File: src/rtl/fnd_src_scheduler_if.sv
// fnd_src_scheduler_if
// Groups the display-source scheduler's control inputs and select outputs.
//   sw         : board switches (sw[14] auto enable, sw[NUM_SRC-1:0] manual one-hot)
//   pause      : level, freezes auto rotation
//   step       : one-cycle pulse, advances auto rotation by one source
//   src_data   : flattened source bytes, source k at [8k+7:8k]
//   sel_onehot : one-hot select to the source mux (all-zero = blank)
//   sel_idx    : binary index of the selected source
//   mode       : 0 = MANUAL, 1 = AUTO, 2 = HOLD
//   wrap       : one-cycle pulse when rotation wraps to source 0
// The master modport is the side that drives switches/buttons; the slave
// modport is the scheduler itself.
interface fnd_src_scheduler_if #(
  parameter int NUM_SRC = 12
) ();
  logic [14:0]          sw;
  logic                 pause;
  logic                 step;
  logic [NUM_SRC*8-1:0] src_data;
  logic [NUM_SRC-1:0]   sel_onehot;
  logic [3:0]           sel_idx;
  logic [1:0]           mode;
  logic                 wrap;

  modport master (
    output sw, pause, step, src_data,
    input  sel_onehot, sel_idx, mode, wrap
  );

  modport slave (
    input  sw, pause, step, src_data,
    output sel_onehot, sel_idx, mode, wrap
  );
endinterface

File: src/rtl/fnd_src_scheduler.sv
// fnd_src_scheduler
// Produces the one-hot select for the 7-segment source mux. Selection is
// either manual (board switches) or an automatic round-robin that dwells
// DWELL_CYCLES clocks on each source, with pause and single-step controls.
// Ports:
//   clk   : system clock
//   reset : synchronous, active-low reset
//   bus   : fnd_src_scheduler_if.slave (sw, pause, step, src_data in;
//           sel_onehot, sel_idx, mode, wrap out)
// All outputs are registered.
// Optional feature macro: FND_SCHED_CHG_JUMP_EN
//   When defined, a change in any source byte while in AUTO/HOLD jumps to the
//   lowest changed source and holds it for one dwell period (HOLD state).
//   When undefined, src_data is ignored and HOLD is never entered.
module fnd_src_scheduler #(
  parameter int NUM_SRC      = 12,
  parameter int DWELL_CYCLES = 100_000_000
) (
  input logic                clk,
  input logic                reset,
  fnd_src_scheduler_if.slave bus
);

  localparam int IDX_W = 4;
  localparam int CNT_W = (DWELL_CYCLES > 2) ? $clog2(DWELL_CYCLES) : 1;
  localparam logic [IDX_W-1:0] LAST_IDX = IDX_W'(NUM_SRC - 1);
  localparam logic [CNT_W-1:0] LAST_CNT = CNT_W'(DWELL_CYCLES - 1);

  typedef enum logic [1:0] {
    MANUAL = 2'd0,
    AUTO   = 2'd1,
    HOLD   = 2'd2
  } state_e;

  state_e             state_d, state_q;
  logic [IDX_W-1:0]   idx_d, idx_q;
  logic [NUM_SRC-1:0] onehot_d, onehot_q;
  logic               wrap_d, wrap_q;
  logic [CNT_W-1:0]   dwell_d, dwell_q;

  logic [NUM_SRC-1:0] man_sel;
  logic               man_valid;
  logic [IDX_W-1:0]   man_pos;
  logic [IDX_W-1:0]   adv_idx;
  logic               adv_wrap;
  logic               chg_event;
  logic [IDX_W-1:0]   chg_idx;

  // Manual decode: position of the single set switch (only used when valid).
  assign man_sel   = bus.sw[NUM_SRC-1:0];
  assign man_valid = $onehot(man_sel);

  always_comb begin
    man_pos = '0;
    for (int k = 0; k < NUM_SRC; k++) begin
      if (man_sel[k]) man_pos = IDX_W'(k);
    end
  end

  assign adv_wrap = (idx_q == LAST_IDX);
  assign adv_idx  = adv_wrap ? '0 : idx_q + IDX_W'(1);

`ifdef FND_SCHED_CHG_JUMP_EN
  logic [NUM_SRC*8-1:0] snap_d, snap_q;
  logic                 snap_vld_d, snap_vld_q;
  logic                 chg_any;
  logic                 unused_sw;

  // Downward scan so the lowest changed source wins.
  always_comb begin
    snap_d     = bus.src_data;
    snap_vld_d = 1'b1;
    chg_any    = 1'b0;
    chg_idx    = '0;
    for (int k = NUM_SRC - 1; k >= 0; k--) begin
      if (bus.src_data[8*k +: 8] != snap_q[8*k +: 8]) begin
        chg_any = 1'b1;
        chg_idx = IDX_W'(k);
      end
    end
  end

  // The snapshot itself needs no reset; the valid flag masks the first compare.
  always_ff @(posedge clk) begin
    snap_q <= snap_d;
    if (!reset) snap_vld_q <= 1'b0;
    else        snap_vld_q <= snap_vld_d;
  end

  assign chg_event = snap_vld_q && chg_any;
  assign unused_sw = ^bus.sw[13:NUM_SRC];
`else
  logic unused_in;

  assign chg_event = 1'b0;
  assign chg_idx   = '0;
  assign unused_in = ^{bus.src_data, bus.sw[13:NUM_SRC]};
`endif

  // Next-state logic. Priority: sw[14]=0 (manual), entry into AUTO,
  // change event, step, then dwell counting (frozen by pause).
  always_comb begin
    state_d  = state_q;
    idx_d    = idx_q;
    onehot_d = onehot_q;
    wrap_d   = 1'b0;
    dwell_d  = dwell_q;

    if (!bus.sw[14]) begin
      state_d = MANUAL;
      dwell_d = '0;
      if (man_valid) begin
        idx_d    = man_pos;
        onehot_d = man_sel;
      end else begin
        onehot_d = '0;
      end
    end else if (state_q == MANUAL) begin
      state_d = AUTO;
      idx_d   = '0;
      dwell_d = '0;
    end else if (chg_event) begin
      state_d = HOLD;
      idx_d   = chg_idx;
      dwell_d = '0;
    end else if (state_q == AUTO && bus.step) begin
      idx_d   = adv_idx;
      wrap_d  = adv_wrap;
      dwell_d = '0;
    end else if (!bus.pause) begin
      if (dwell_q == LAST_CNT) begin
        state_d = AUTO;
        idx_d   = adv_idx;
        wrap_d  = adv_wrap;
        dwell_d = '0;
      end else begin
        dwell_d = dwell_q + CNT_W'(1);
      end
    end

    // Outside MANUAL the select is always the decoded index.
    if (state_d != MANUAL) begin
      onehot_d = {{(NUM_SRC-1){1'b0}}, 1'b1} << idx_d;
    end
  end

  always_ff @(posedge clk) begin
    if (!reset) begin
      state_q  <= MANUAL;
      idx_q    <= '0;
      onehot_q <= '0;
      wrap_q   <= 1'b0;
      dwell_q  <= '0;
    end else begin
      state_q  <= state_d;
      idx_q    <= idx_d;
      onehot_q <= onehot_d;
      wrap_q   <= wrap_d;
      dwell_q  <= dwell_d;
    end
  end

  assign bus.sel_onehot = onehot_q;
  assign bus.sel_idx    = idx_q;
  assign bus.mode       = state_q;
  assign bus.wrap       = wrap_q;

endmodule
File: src/flat_wrapper.sv
// flat-port wrapper written by rule: the top's interface ports become plain ports
module fnd_src_scheduler_flat 
#(
  parameter int NUM_SRC      = 12,
  parameter int DWELL_CYCLES = 100_000_000
)
  (clk, reset, bus_sw, bus_pause, bus_step, bus_src_data, bus_sel_onehot, bus_sel_idx, bus_mode, bus_wrap);
  fnd_src_scheduler_if #(.NUM_SRC(NUM_SRC)) bus_i ();
  input logic clk;
  input logic reset;
  input wire logic [$bits(bus_i.sw)-1:0] bus_sw;
  input wire logic [$bits(bus_i.pause)-1:0] bus_pause;
  input wire logic [$bits(bus_i.step)-1:0] bus_step;
  input wire logic [$bits(bus_i.src_data)-1:0] bus_src_data;
  output wire logic [$bits(bus_i.sel_onehot)-1:0] bus_sel_onehot;
  output wire logic [$bits(bus_i.sel_idx)-1:0] bus_sel_idx;
  output wire logic [$bits(bus_i.mode)-1:0] bus_mode;
  output wire logic [$bits(bus_i.wrap)-1:0] bus_wrap;
  assign bus_i.sw = bus_sw;
  assign bus_i.pause = bus_pause;
  assign bus_i.step = bus_step;
  assign bus_i.src_data = bus_src_data;
  assign bus_sel_onehot = bus_i.sel_onehot;
  assign bus_sel_idx = bus_i.sel_idx;
  assign bus_mode = bus_i.mode;
  assign bus_wrap = bus_i.wrap;
  fnd_src_scheduler #(.NUM_SRC(NUM_SRC), .DWELL_CYCLES(DWELL_CYCLES)) u_core (.clk(clk), .reset(reset), .bus(bus_i));
endmodule
File: config.mk
export PLATFORM = sky130hd
export DESIGN_NAME = fnd_src_scheduler_flat
export DESIGN_NICKNAME = d
export VERILOG_FILES = /design/src/rtl/fnd_src_scheduler_if.sv /design/src/rtl/fnd_src_scheduler.sv /design/src/flat_wrapper.sv
export SDC_FILE = /design/constraint.sdc
export NUM_CORES = 1
export LEC_CHECK = 0
export CAP_MARGIN = 30
export CORE_MARGIN = 5
export CORE_UTILIZATION = 40
export DETAILED_ROUTE_END_ITERATION = 12
export PLACE_DENSITY = 0.79
export REMOVE_ABC_BUFFERS = 1
export SLEW_MARGIN = 20
export SYNTH_ARGS = -nofsm -noshare
export SYNTH_HDL_FRONTEND = slang
export SYNTH_SLANG_ARGS = --single-unit
File: constraint.sdc
create_clock -name clk -period 5.57 [get_ports clk]
set_input_delay 0.557 -clock clk [delete_from_list [all_inputs] [get_ports clk]]
set_output_delay 0.557 -clock clk [all_outputs]
set_load 0.005 [all_outputs]
==> metrics.md, run 1 <==
| Metric | Value |
|---|---|
| Status | `finished clean` |
| Area of the die | `0.008595 mm²` |
| Worst reg-to-reg setup slack | `3180 ps` |
| Number of fill cells | `628` |
| CP delay by family, top | `adder cells` |
| Post-synth top flop | `dfxtp_1` |
| Initial Util | `40.73%` |
| Worst-path clk slew | `80 ps` |
| TritonRoute pass-1 iters | `4` |
| Seq/Total Area, Yosys | `33.65%` |
| Chip Height | `92.71 µm` |
| Post-CTS Hold Buffers | `0` |
| Max Cap Viol | `0` |
| Distinct cells, synth | `52` |
| Syn avg cell area | `8.972 µm²` |
| Top layer in use | `met4` |
| Share of layout cells above drive strength 1 | `6.087%` |
| Largest area contributor in the netlist | `dfxtp_1` |
| Clk root buf | `clkbuf_8` |
| CTS sink count | `46` |
| Finished Core Util | `49.18%` |
| Setup CP Type | `primary input to flop` |
| Via count | `2284` |
| RSZ-0062 raised after global routing | `no` |
| Area post-placement | `0.003183 mm²` |
| Gr usage total | `14.78%` |
| Arr. time, crit path | `5420 ps` |
| Final Critical Period | `5179 ps` |
| CTS Buf Count | `5` |
| Worst Path Required | `5810 ps` |
| R2r worst-path depth | `7` |
| Vias in the first global route | `2219` |
| Worst r2r src | `u_core.dwell_q[0]` |
| FMAX | `193.1 MHz` |
| Slew Viols, Final | `0` |
| Hold path depth | `2` |
| Die width | `92.71 µm` |
| DR iter-0 viols | `87` |
| Register bit total from synthesis | `46` |
| Drt total wl | `5999 µm` |
| Area growth syn-to-layout | `20.76%` |
| Core footprint | `0.006719 mm²` |
| Crit share post-route | `92.98%` |
| Reg2Reg Capture Point | `u_core.bus.sel_onehot[4]` |
| Rel. slew slack | `39.13%` |
| Routed Antenna Nets | `0` |
| WL/cell | `14.12 µm` |
| Syn Inst Count | `305` |
| Setup TNS | `0 ps` |
| I/O Pins | `134` |
| Via density | `5.374` |
| Power Density | `260.8 mW/mm²` |
| Area taken by multi-input logic gates | `0.001684 mm²` |
| Final Hold Viols | `0` |
| DRC | `0` |
| Hold endpoint | `u_core.bus.mode[1]` |
| Startpoint Class | `primary input` |
| Worst-Margin Slew | `905.4 ps` |
| Fraction of registers with async set/reset | `0%` |
| Peak supply drop | `0.0001413 V` |
| Post-synth EDFFs | `0` |
| Top cell type's share of synthesized area | `33.65%` |
| Yosys warning count | `0` |
| Worst skew pair latency | `300 ps` |
| Setup Viol. Count Final | `0` |
| Metal3 WL | `275 µm` |
| Initial antenna violation count | `0` |
| Hold Startpoint | `u_core.bus.mode[1]` |
| Leakage | `1.221 nW` |
| Largest net degree at the start of global routing | `28` |
| Clk_skew | `10.39 ps` |
| Post-CTS Setup Inserts | `0` |
| Antenna diode count | `0` |
| Critical Path Slowest Stage Cell | `o31ai_1` |
| CTS tree | `yes` |
| Post-cts sizing count | `0` |
| Crit path max fanout | `7` |
| Worst Path Buf+Inv | `5` |
| Cell Chain, Critical Path | `clkdlybuf4s50_1 -> inv_1 -> ha_1 -> inv_1 -> fa_1 -> fa_1 -> inv_1 -> fa_1 -> ha_1 -> inv_1 -> fa_1 -> nand3b_1 -> nor4b_1 -> nor3_1 -> o31ai_1 -> a32o_1` |
| H-tree levels | `2` |
| Final nets | `481` |
| First-pass GRT wire length | `10450 µm` |
| Post-DP HPWL | `4661 µm` |
| Post-synthesis instance area | `0.002736 mm²` |
| Max incr delay on CP | `750 ps` |
| Min Hold Slack | `505.2 ps` |
| Final Instance Area | `0.003304 mm²` |
| Grt total ovfl | `0` |
| PortBufs | `35` |
| CTS Buffer Depth | `2` |
| Area contributors post-synth | `dfxtp_1 34%, ha_1 6.9%, nor2_1 5.5%, fa_1 5.1%, xnor2_1 5.1%` |
| Sequential cell area | `920.9 µm²` |
| DR WL met2 | `2897 µm` |
| Crit path capture type | `flop` |
| Num rows | `30` |
| Tightest Hold Check Type | `flop to flop` |
| Metal-1 WL | `2764 µm` |
| Global placement routability congestion | `0.8373` |
where the power goes:
group	switching, mW	internal [mW]
Combinational	0.131	0.128
Sequential	0.0140	0.344
Clock	0.111	0.134
Total	0.256	0.606
per-stage QoR:
stage / setup slack, ps / power, mW / cells
floorplan: 819.7 / 0.5206 / 298
global placement: 200.5 / 0.6125 / 416
detailed placement: 80.45 / 0.6237 / 416
CTS: 369.9 / 0.8707 / 424
global route: 66.27 / 0.9159 / 425
finish: 390.8 / 0.8618 / 425
cell type report:
type                    instances  area share, %
inverters                      28          3.181
clock inverters                 2          1.136
flip-flops and latches         46          27.87
clock buffers                   6          2.196
multi-input cells             224          50.97
well taps                      80          3.029
repair buffers                 39          11.62
cell usage in the layout (no fill, tap or decap), types with 3 or more instances in the layout:
master	synthesis	layout
or3_1	4	4
o21a_1	3	3
ha_1	15	15
fa_1	7	7
mux2i_1	6	6
nor4_1	4	4
a21oi_1	6	6
nand2_1	15	15
nor2_1	40	40
and2_1	5	5
xnor2_1	16	16
clkdlybuf4s50_1	0	35
clkbuf_8	0	5
nor3_1	10	10
nor2b_1	4	4
nand3b_1	3	3
inv_1	28	28
and3_1	4	4
nand3_1	14	14
dfxtp_1	46	46
a32o_1	11	11
o21ai_0	3	3
buf_4	0	3
xor2_1	11	11
nand4_1	6	6
how the worst max path moves through the flow:
| stage | startpoint | end | slack (ps) | depth (start not counted) |
|---|---|---|---|---|
| after global placement | bus_sw[4] | u_core.bus.sel_onehot[3] | 200 | 16 |
| after global routing | bus_sw[5] | u_core.bus.sel_onehot[3] | 70 | 16 |
| after CTS | bus_sw[5] | u_core.bus.sel_onehot[9] | 370 | 16 |
| after detailed placement | bus_sw[5] | u_core.bus.sel_onehot[9] | 80 | 16 |
| after floorplan | bus_sw[2] | u_core.bus.sel_onehot[6] | 820 | 15 |
| final | bus_sw[5] | u_core.bus.sel_onehot[5] | 390 | 16 |
kinds of logic after synthesis:
kind of cell	synth area share [%]
compound gates	11.84
flops	33.65
fa+ha+maj	11.98
simple gates	25.51
buf+inv	4.801
xor+xnor	8.642
mux	3.566
synthesized netlist by cell type (3+ instances only):
cell type and instances:
xnor2_1 16, xor2_1 11, nor2b_1 4, inv_1 28, nand2_1 15, nor3_1 10
and2_1 5, clkbuf_1 6, and3_1 4, fa_1 7, o21a_1 3, nor4_1 4
or3_1 4, o21ai_0 3, dfxtp_1 46, a32o_1 11, nand3_1 14, ha_1 15
nand4_1 6, a21oi_1 6, mux2i_1 6, nor2_1 40, nand3b_1 3
tightest hold or removal path, cell delays in order (launching register included):
cell and delay [ps]:
dfxtp_1 360, nand2_1 70, nor2_1 30
state kept, by name (all words and copies together) (netlist names):
| signal | cells |
|---|---|
| u_core.bus.sel_onehot | 12 |
| u_core.dwell_q | 27 |
| u_core.bus.mode | 2 |
| u_core.bus.wrap | 1 |
| u_core.bus.sel_idx | 4 |
routing by layer:
metal | track usage [%] | vias to the layer above
met4 | 3.663 | 0
met2 | 25.50 | 36
met5 | 0 | -
li1 | - | 1145
met1 | 18.41 | 1096
met3 | 3.737 | 7
No activity file was read; power rests on OpenSTA's default activity.
==> inputs of run 2 (changes only) <==
--- a/config.mk
+++ b/config.mk
@@ -9,7 +9,7 @@
 export CORE_MARGIN = 5
 export CORE_UTILIZATION = 40
 export DETAILED_ROUTE_END_ITERATION = 12
-export PLACE_DENSITY = 0.79
+export PLACE_DENSITY = 0.86
 export REMOVE_ABC_BUFFERS = 1
 export SLEW_MARGIN = 20
 export SYNTH_ARGS = -nofsm -noshare
==> run 2 against run 1 <==
Sequential power barely moved. Register-to-register slack is essentially flat. Maximum frequency fell by 0.46%. Largest power group unchanged. Power fell by 4.6%. Clock-buffer cell count down 1. Setup slack got worse by 24 ps. Die area unchanged. Core utilization is 0.19 points lower. Final cell count unchanged. Global-route usage decreased by 0.53 points. Clock skew grew 3.6 ps. Critical path type unchanged. Critical endpoint is now u_core.bus.sel_onehot[9]. Routed wire length shrank 1.2%.
==> metrics.md, run 2 (synthesized netlist as in run 1, its figures left out) <==
| Metric | Value |
|---|---|
| I/O Pins | `134 (unchanged)` |
| Setup Viol. Count Final | `0 (unchanged)` |
| Clk root buf | `clkbuf_8` |
| H-tree levels | `2 (unchanged)` |
| Worst skew pair latency | `300 ps (about the same)` |
| Rel. slew slack | `38.50% (-0.62 points)` |
| Finished Core Util | `48.99% (-0.19 points)` |
| Leakage | `1.216 nW (-0.41%)` |
| Setup CP Type | `primary input to flop` |
| Grt total ovfl | `0 (unchanged)` |
| Final Hold Viols | `0 (unchanged)` |
| DR iter-0 viols | `104 (+20%)` |
| Worst-path clk slew | `100 ps (+20 ps)` |
| Via count | `2260 (-1.1%)` |
| Vias in the first global route | `2167 (-2.3%)` |
| Commonest cells after routing, fill and taps aside | `46 x dfxtp_1, 40 x nor2_1, 35 x clkdlybuf4s50_1` |
| Clk_skew | `13.98 ps (+3.595 ps)` |
| FMAX | `192.2 MHz (-0.46%)` |
| TritonRoute pass-1 iters | `4 (unchanged)` |
| Critical path launch point | `bus_sw[4]` |
| PortBufs | `35 (unchanged)` |
| Commonest non-fill, non-tap cell in the layout | `dfxtp_1` |
| Antenna diode count | `0 (unchanged)` |
| Area growth syn-to-layout | `20.30%` |
| Initial antenna violation count | `0 (unchanged)` |
| WL/cell | `13.95 µm (-1.2%)` |
| Max Cap Viol | `0 (unchanged)` |
| Worst r2r src | `u_core.dwell_q[0]` |
| Num rows | `30 (unchanged)` |
| Worst-Margin Slew | `914.6 ps (+9.259 ps)` |
| Post-cts sizing count | `0 (unchanged)` |
| CTS sink count | `46 (unchanged)` |
| Tightest Hold Check Type | `flop to flop` |
| Initial Util | `40.73% (unchanged)` |
| Power Density | `249.8 mW/mm² (-4.2%)` |
| Die width | `92.71 µm (unchanged)` |
| Crit path capture type | `flop` |
| Share of layout cells above drive strength 1 | `6.377% (+0.29 points)` |
| Largest net degree at the start of global routing | `28 (unchanged)` |
| Post-CTS Setup Inserts | `0 (unchanged)` |
| Final nets | `481 (unchanged)` |
| Crit share post-route | `93.41% (+0.43 points)` |
| Via density | `5.318 (-1.1%)` |
| Largest Register | `u_core.dwell_q` |
| RSZ-0062 raised after global routing | `no` |
| Slew Viols, Final | `0 (unchanged)` |
| Peak supply drop | `0.0001095 V (-23%)` |
| CTS tree | `yes` |
| Routed Antenna Nets | `0 (unchanged)` |
| Chip Height | `92.71 µm (unchanged)` |
| Arr. time, crit path | `5440 ps (+20 ps)` |
| Crit path max fanout | `7 (unchanged)` |
| Area of the die | `0.008595 mm² (unchanged)` |
| CTS Buf Count | `5 (unchanged)` |
| Post-CTS Hold Buffers | `0 (unchanged)` |
| Max reg flops | `27 (unchanged)` |
| Gr usage total | `14.25% (-0.53 points)` |
| Drt total wl | `5927 µm (-1.2%)` |
| Global placement routability congestion | `0.8599 (+2.7%)` |
| Post-DP HPWL | `4565 µm (-2.1%)` |
| DRC | `0 (unchanged)` |
| Core footprint | `0.006719 mm² (unchanged)` |
| Setup TNS | `0 ps (unchanged)` |
| Worst Path Required | `5810 ps (about the same)` |
| Final Critical Period | `5203 ps (+23.68 ps)` |
| Hold Startpoint | `u_core.bus.mode[1]` |
| Startpoint Class | `primary input` |
| First-pass GRT wire length | `9901 µm (-5.2%)` |
| Status | `finished clean` |
| CTS Buffer Depth | `2 (unchanged)` |
run 2: changes by cell type in the layout (fill, tap and decap cells not counted), sizes merged:
| cell | before | now |
|---|---|---|
| bufinv | 1 | 0 |
| inv | 28 | 29 |
| clkinv | 0 | 1 |
| clkbuf | 6 | 5 |
run 2: critical path, cell delays in order:
cell	delay [ps]
clkdlybuf4s50_1	580
inv_1	70
ha_1	290
inv_1	70
fa_1	430
fa_1	520
inv_1	60
fa_1	510
ha_1	190
inv_1	60
fa_1	520
nand3b_1	90
nor4b_1	350
nor3_1	110
o31ai_1	760
a32o_1	280
run 2: final timing paths:
path	endpoint	slack, ps	depth (start not counted)
setup / recovery	u_core.bus.sel_onehot[9]	370	16
hold / removal	u_core.bus.mode[1]	510	2
setup reg to reg	u_core.bus.sel_onehot[9]	3190	7
hold reg to reg	u_core.bus.mode[1]	510	2
run 2: area by class of cell:
type | count | area (µm²)
fillers | 632 | 3427
multi-input cells | 224 | 1684
flip-flops and latches | 46 | 920.9
repair buffers | 39 | 387.9
inverters | 28 | 105.1
well taps | 80 | 100.1
clock buffers | 5 | 68.82
clock inverters | 3 | 25.02
run 2: layer usage:
layer,global-route usage [%],vias to the layer above,routed length (µm)
met1,17.38,1057,2707
met5,0,-,0
li1,-,1149,-
met2,24.47,48,2853
met3,3.818,6,296
met4,4.396,0,70
run 2: power by group:
group	switching (mW)	internal [mW]	total, mW	leakage, nW
sequential	0.0141	0.344	0.358	0.371
combinational	0.129	0.128	0.258	0.800
clock	0.116	0.0906	0.207	0.0447
total	0.260	0.562	0.822	1.22
run 2: through the flow:
| stage | hold slack [ps] | cells | area (µm²) | total power, mW | worst slack (ps) |
|---|---|---|---|---|---|
| after floorplan | 467.6 | 298 | 2710 | 0.5206 | 819.7 |
| after global placement | 487.7 | 416 | 3183 | 0.6115 | 194.4 |
| after detailed placement | 496.7 | 416 | 3183 | 0.6220 | 112.6 |
| after CTS | 509.3 | 424 | 3277 | 0.8333 | 401.9 |
| after global routing | 527.6 | 425 | 3292 | 0.8787 | 83.17 |
| final | 508.1 | 425 | 3292 | 0.8223 | 367.1 |
==> inputs of run 3 (changes only) <==
--- a/config.mk
+++ b/config.mk
@@ -8,6 +8,7 @@
 export CAP_MARGIN = 30
 export CORE_MARGIN = 5
 export CORE_UTILIZATION = 40
+export CTS_CLUSTER_DIAMETER = 80
 export DETAILED_ROUTE_END_ITERATION = 12
 export PLACE_DENSITY = 0.86
 export REMOVE_ABC_BUFFERS = 1
==> results of run 3 <==
Same layout as run 2: the final DEF is identical, and so are final timing and power.
